===== src/rtl/phyreg_free_list.sv =====
// Free list of physical register tags for the rename stage: up to three tags
// granted per cycle, one reclaimed per cycle, self-initialised after reset.
module phyreg_free_list #(
    parameter int PHY_RF_DEPTH = 128,
    parameter int ALLOC_MAX    = 3,
    localparam int AW          = $clog2(PHY_RF_DEPTH)
) (
    input  logic                             clk,
    input  logic                             rst,
    output logic                             ready,
    input  logic [1:0]                       alloc_num,
    output logic                             alloc_gnt,
    output logic [ALLOC_MAX-1:0][AW-1:0]     alloc_tags,
    input  logic                             rel_valid,
    input  logic [AW-1:0]                    rel_tag,
    output logic [AW:0]                      free_count,
    output logic                             low_free,
    output logic                             rel_err
);

    typedef enum logic {S_INIT, S_RUN} state_t;

    localparam logic [AW:0]   CAP       = (AW+1)'(PHY_RF_DEPTH - 1);
    localparam logic [AW:0]   LOW_MARK  = (AW+1)'(3);
    localparam logic [AW-1:0] ONE_A     = AW'(1);
    localparam logic [AW-1:0] LAST_FILL = AW'(PHY_RF_DEPTH - 2);

    state_t        state_q, state_d;
    logic [AW-1:0] head_q, head_d;
    logic [AW-1:0] tail_q, tail_d;
    logic [AW-1:0] fill_q, fill_d;
    logic [AW:0]   count_q, count_d;
    logic          rel_err_q, rel_err_d;

    logic [AW-1:0] mem [PHY_RF_DEPTH];
    logic          wr_en;
    logic [AW-1:0] wr_addr;
    logic [AW-1:0] wr_data;

    logic          run;
    logic          rel_accept;
    logic [AW:0]   pop_cnt;
    logic [AW:0]   count_after_pop;

    always_comb begin
        run             = (state_q == S_RUN);
        alloc_gnt       = run && (alloc_num != 2'd0) &&
                          (count_q >= {{(AW-1){1'b0}}, alloc_num});
        pop_cnt         = alloc_gnt ? {{(AW-1){1'b0}}, alloc_num} : '0;
        count_after_pop = count_q - pop_cnt;
        // Capacity check uses the post-pop count so a same-cycle grant frees room.
        rel_accept      = run && rel_valid && (rel_tag != '0) && (count_after_pop < CAP);

        state_d   = state_q;
        head_d    = head_q;
        tail_d    = tail_q;
        fill_d    = fill_q;
        count_d   = count_after_pop;
        rel_err_d = rel_valid && !rel_accept;
        wr_en     = 1'b0;
        wr_addr   = tail_q;
        wr_data   = rel_tag;

        if (alloc_gnt) begin
            head_d = head_q + {{(AW-2){1'b0}}, alloc_num};
        end

        case (state_q)
            S_INIT: begin
                wr_en   = 1'b1;
                wr_addr = fill_q;
                wr_data = fill_q + ONE_A;
                fill_d  = fill_q + ONE_A;
                tail_d  = tail_q + ONE_A;
                count_d = count_q + 1'b1;
                if (fill_q == LAST_FILL) begin
                    state_d = S_RUN;
                end
            end
            S_RUN: begin
                if (rel_accept) begin
                    wr_en   = 1'b1;
                    tail_d  = tail_q + ONE_A;
                    count_d = count_after_pop + 1'b1;
                end
            end
            default: state_d = S_INIT;
        endcase
    end

    always_comb begin
        for (int k = 0; k < ALLOC_MAX; k++) begin
            alloc_tags[k] = run ? mem[head_q + AW'(k)] : '0;
        end
        ready      = run;
        free_count = count_q;
        low_free   = (count_q < LOW_MARK);
        rel_err    = rel_err_q;
    end

    always_ff @(posedge clk or posedge rst) begin
        if (rst) begin
            state_q   <= S_INIT;
            head_q    <= '0;
            tail_q    <= '0;
            fill_q    <= '0;
            count_q   <= '0;
            rel_err_q <= 1'b0;
        end else begin
            state_q   <= state_d;
            head_q    <= head_d;
            tail_q    <= tail_d;
            fill_q    <= fill_d;
            count_q   <= count_d;
            rel_err_q <= rel_err_d;
        end
    end

    // Tag storage carries no reset; only the pointers define which entries are live.
    always_ff @(posedge clk) begin
        if (wr_en) begin
            mem[wr_addr] <= wr_data;
        end
    end

endmodule

===== config.mk =====
export PLATFORM = sky130hd
export DESIGN_NAME = phyreg_free_list
export DESIGN_NICKNAME = d
export VERILOG_FILES = /design/src/rtl/phyreg_free_list.sv
export SDC_FILE = /design/constraint.sdc
export NUM_CORES = 2
export LEC_CHECK = 0
export ABC_AREA = 0
export CAP_MARGIN = 0
export CORE_UTILIZATION = 60
export CTS_BUF_LIST = sky130_fd_sc_hd__clkbuf_4 sky130_fd_sc_hd__clkbuf_8
export DETAILED_ROUTE_END_ITERATION = 10
export PLACE_DENSITY = 0.87
export SYNTH_ARGS = -nofsm -noshare
export SYNTH_HDL_FRONTEND = slang
export SYNTH_SLANG_ARGS = --single-unit

===== constraint.sdc =====
create_clock -name clk -period 8.76 [get_ports clk]
set_input_delay 1.314 -clock clk [delete_from_list [all_inputs] [get_ports clk]]
set_output_delay 1.314 -clock clk [all_outputs]
set_load 0.02 [all_outputs]

== After elaboration in Yosys (flattened, before gate mapping) ==
Memories as Yosys holds them, arrays and structs flattened.
Cells that the tools add are included.

* Input port bits: 12
* RAM bits: 896
* Memories kept: 1
* Register bits: 31
* Output and inout bits: 33

* Add/subtract/negate cells: 8
* Equality and inequality tests: 2
* Reductions and logical operators: 9
* Order comparisons: 3
* Mux-type cells: 16
* Bitwise gates (word level): 1

{| class="wikitable"
|+ Memory list
! memory !! words !! width !! rd ports !! clocked after memory_dff !! write ports !! RTL line !! text
|-
| mem || 128 || 7 || 3 || 0 || 1 || 35 || <nowiki>logic [AW-1:0] mem [PHY_RF_DEPTH];</nowiki>
|}

{| class="wikitable"
|+ Operator list
! operator !! number
|-
| 2-to-1 mux 7 bit || 6
|-
| adder 7 x 1 -> 7 bit, second input constant || 3
|-
| adder 8 x 1 -> 8 bit, second input constant || 2
|-
| case mux 8 bit (2 select lines) || 1
|-
| case mux 7 bit (2 select lines) || 1
|-
| greater-or-equal comparator 8 x 2 -> 1 bit || 1
|-
| less-than comparator 8 x 2 -> 1 bit, second input constant || 1
|-
| less-than comparator 8 x 7 -> 1 bit, second input constant || 1
|-
| 2-to-1 mux 8 bit || 1
|-
| subtractor 8 x 2 -> 8 bit || 1
|-
| adder 7 x 2 -> 7 bit || 1
|-
| adder 7 x 2 -> 7 bit, second input constant || 1
|-
| == test 7 bit, second input constant || 1
|-
| nonzero test 7 bit || 1
|-
| logical AND 1 bit || 6
|-
| 2-to-1 mux 1 bit || 5
|-
| 2-to-1 mux 2 bit || 1
|-
| != test 2 x 1 -> 1 bit, second input constant || 1
|-
| case mux 1 bit (2 select lines) || 1
|-
| nonzero test 2 bit || 1
|-
| zero test 1 bit || 1
|-
| NOT 1 bit || 1
|}

== Logic depth before layout (Yosys ltp) ==
* Depth after elaboration: 11
* Mapped depth: 16
* Mapped depth without buffers: 15

== Worst setup path after synthesis ==
No wires, ideal clock.

* Kind: reg-to-reg
* From: reg state_q (netlist: ready)
* To: mem mem[0][3] (netlist bit), data pin
* Path buffers: 4
* Required time: 7,563 ps
* Arrival time: 6,333 ps
* Cell stages (with the launch flop): 6
* Setup time: 1,197 ps
* Setup slack: 1,230 ps
* Cell sequence: dfrtp_1 > clkbuf_1 > clkbuf_1 > clkbuf_1 > buf_1 > o21ai_0

* Longest elaborated chain between the ends: 1

{| class="wikitable"
|+ RTL lines
! element !! RTL line !! text
|-
| from (decl) || 28 || <nowiki>state_t state_q, state_d;</nowiki>
|-
| from (signal assigned) || 110 || <nowiki>state_q <= state_d;</nowiki>
|-
| 2-to-1 mux 7 bit || 68 || <nowiki>case (state_q)</nowiki>
|-
| named net wr_data[3] || 38 || <nowiki>logic [AW-1:0] wr_data;</nowiki>
|-
| to (decl) || 35 ||
|}

The timed path passes the listed nets, and every way through them passes these cells.

==> metrics <==
status=finished, violations left; violations in the final reports=capacitance limit, slew limit; Synth Area per Inst=18.4 sq um; worst stage delay on the critical path=1.21 ns; count of final hold-check violations=0; CP cell instances=buf_4 -> buf_4 -> mux4_2 -> mux4_2 -> nor2_1 -> a21oi_1 -> a21oi_1 -> a311oi_1 -> clkdlybuf4s50_1; initial antenna violation count=12; Top delay family on crit path=buffers and inverters; final wirelength=170 mm; largest net degree at the start of global routing=146; Power Density=170 mW/mm^2; Final Cell Area=0.0557 sq mm; fin crit period=7.61 ns; GR peak layer=met2; most frequent cells in the layout=edfxtp_1, mux4_2, nor2_1; Hold Crit Depth=1; die height=294 um; Vias per Instance=8.34; arrival time at the worst endpoint=6.29 ns; Seq/Total Area, Yosys=54.0%; CP max-delay cell=a311oi_1; post-synthesis cell count=2785; Critical Path Start Type=flip-flop; leakage power=0.0155 uW; most common cell after layout, fill and taps aside=edfxtp_1; DRT iter0 DRCs=7245; Post-synth EDFFs=896; Cell Area, Synth=0.0512 sq mm; Hold Path Class=flip-flop to flip-flop; Worst Setup SP=head_q[1]; share of cells above drive strength 1=38.6%; area of placed instances=0.0528 sq mm; endpoint class of the critical path=output pin; CTS clk-pin slew, worst paths=0.06 ns; H-tree depth=4; Ys Warns=0; GPL Wtd Cong=1.11; final slew viol count=2; Syn Nets=2812; clock buffer depth=3; Reg2Reg Capture Point=mem[93][0]; CTS resizes=0; WP buf/inv=3; Worst Clk Skew=0.0395 ns; Final setup viols=0; Floorplan Core Area=0.0841 sq mm; cell taking the most area after synthesis=edfxtp_1; first-pass GRT wire length=242 mm; ys async rst share=3.34%; Routed wire per std cell=42.0 um; max-cap violations=1; Hold Buf Count CTS=0; CTS Buf Count=145; Die X=294 um; Peak supply drop=160 uV; Setup TNS=0 ns; antenna-violating nets left=0; largest cells by area after synthesis=edfxtp_1, mux4_2, dfrtp_1; Vias=33.8k; row count=106; postcts setup bufs=0; HP Start=free_count[0]; DR pass1 iterations=7; TritonCTS sink count=927; CTS tree=yes; number of global-route vias before repair=32.5k; hold endpoint=free_count[0]; met2 Track Usage GR=57.3%; Congestion Overflow GR=0; main flop type after synthesis=edfxtp_1; Setup CP Type=flip-flop to output pin; synth unique cells=65; Worst-Skew Late Latency=0.88 ns; Max Clock Freq=0.131 GHz; CTS Root Cell=clkbuf_8; GR Layer Usage met3=19.7%; RR Startpoint=free_count[2]; net count reported at finish=2819; Synth Register Bits=927; DRC viols=0; Worst Path Max Fanout=71; Port Buffers=44; worst path required time=7.45 ns; Worst Hold Margin=0.567 ns; unrepaired setup endpoints after global routing=no; fin crit share=86.8%; GRT Total Usage=40.4%; Tightest Pin Transition=1.59 ns; Reg2Reg Depth=13; die footprint=0.0866 sq mm; Cell Count, Final, Fillers Out=4056; Reg2Reg Setup Slack=2.65 ns; P&R area growth vs syn=8.73%; IO Count=45; Starting Density=60.9%; met1 GRT Util=50.6%; Worst slew margin=-7.02%; top cell type's share of synthesized area=52.5%; post-placement cell count=3779; Final HPWL DP=114 mm
[power by group]
| group | internal (uW) | switching, uW |
|---|---|---|
| registers | 4800 | 38.3 |
| clock network | 1940 | 1810 |
| logic | 378 | 518 |
[worst max-delay path by stage]
stage | to | slack (ns) | cells past startpoint
after floorplan | mem[0][3] | 1.23 | 5
after global placement | mem[89][6] | 1.78 | 15
after detailed placement | mem[2][4] | 1.67 | 15
after CTS | alloc_tags[4] | 1.61 | 8
after global routing | alloc_tags[4] | 1.17 | 8
final | alloc_tags[4] | 1.15 | 9
[registers in the layout (all words and copies together), names as in the netlist]
register and flops:
mem 896, free_count 8, fill_q 7, head_q 7, tail_q 7, ready 1
rel_err 1
[final cells by class]
class / instances / area [sq um]
well taps: 1134 / 1420
clock buffers: 184 / 2320
flip-flops and latches: 927 / 27700
clock inverters: 84 / 606
inverters: 30 / 114
multi-input cells: 1590 / 22600
repair buffers: 98 / 983
fillers: 5282 / 28400
diodes: 9 / 22.5
[synth_stat cells, types with 2 or more instances]
library cell / instances
a22o_1: 4
and2_1: 2
buf_1: 32
buf_6: 2
or3_1: 7
buf_4: 29
mux4_2: 792
a41oi_1: 4
o21bai_1: 4
nor3b_1: 2
nand3b_1: 3
nand3_1: 57
xor2_1: 13
o31ai_1: 7
nor2b_1: 4
o21ai_0: 23
mux2i_1: 23
edfxtp_1: 896
fa_1: 2
a32oi_1: 9
nand2b_1: 11
inv_1: 29
nor4_1: 5
clkbuf_1: 88
nor3_2: 2
and3_1: 14
nand4_1: 19
or4_1: 2
ha_1: 13
mux2_2: 2
a21o_1: 3
o211ai_1: 8
buf_2: 87
nor2_1: 184
nor3_1: 13
a21oi_1: 44
a31oi_1: 14
a22oi_1: 38
nand2_1: 171
xnor2_1: 34
a311oi_1: 13
o22ai_1: 23
dfrtp_1: 31
[metrics by stage]
| stage | util (%) | setup WS (ns) | power, uW |
|---|---|---|---|
| after global routing | 66.2 | 1.17 | 9660 |
| after floorplan | - | 1.23 | 5560 |
| after global placement | 62.7 | 1.78 | 5780 |
| after CTS | 66.2 | 1.61 | 9440 |
| final | 66.3 | 1.15 | 9490 |
| after detailed placement | 62.7 | 1.67 | 5800 |
[per-layer routing]
layer	share of wire (%)	up-vias
li1	-	12100
met1	30	16800
met2	43	4045
met3	19	806
met4	7.3	12
met5	0.072	-
[logic make-up (layout without fill, tap and decap cells)]
logic type	count (synthesis)	after routing	share of synthesized area (%)
flip-flops	927	927	54.0
multiplexers	818	818	35.3
AND/OR/NAND/NOR	506	506	4.37
buffers and inverters	268	396	2.42
AO/OA/AOI/OAI	204	204	2.66
XOR/XNOR	47	47	0.803
adder cells (fa/ha/maj)	15	15	0.396
other	0	9	0
Power figures use the tool's default switching activity.
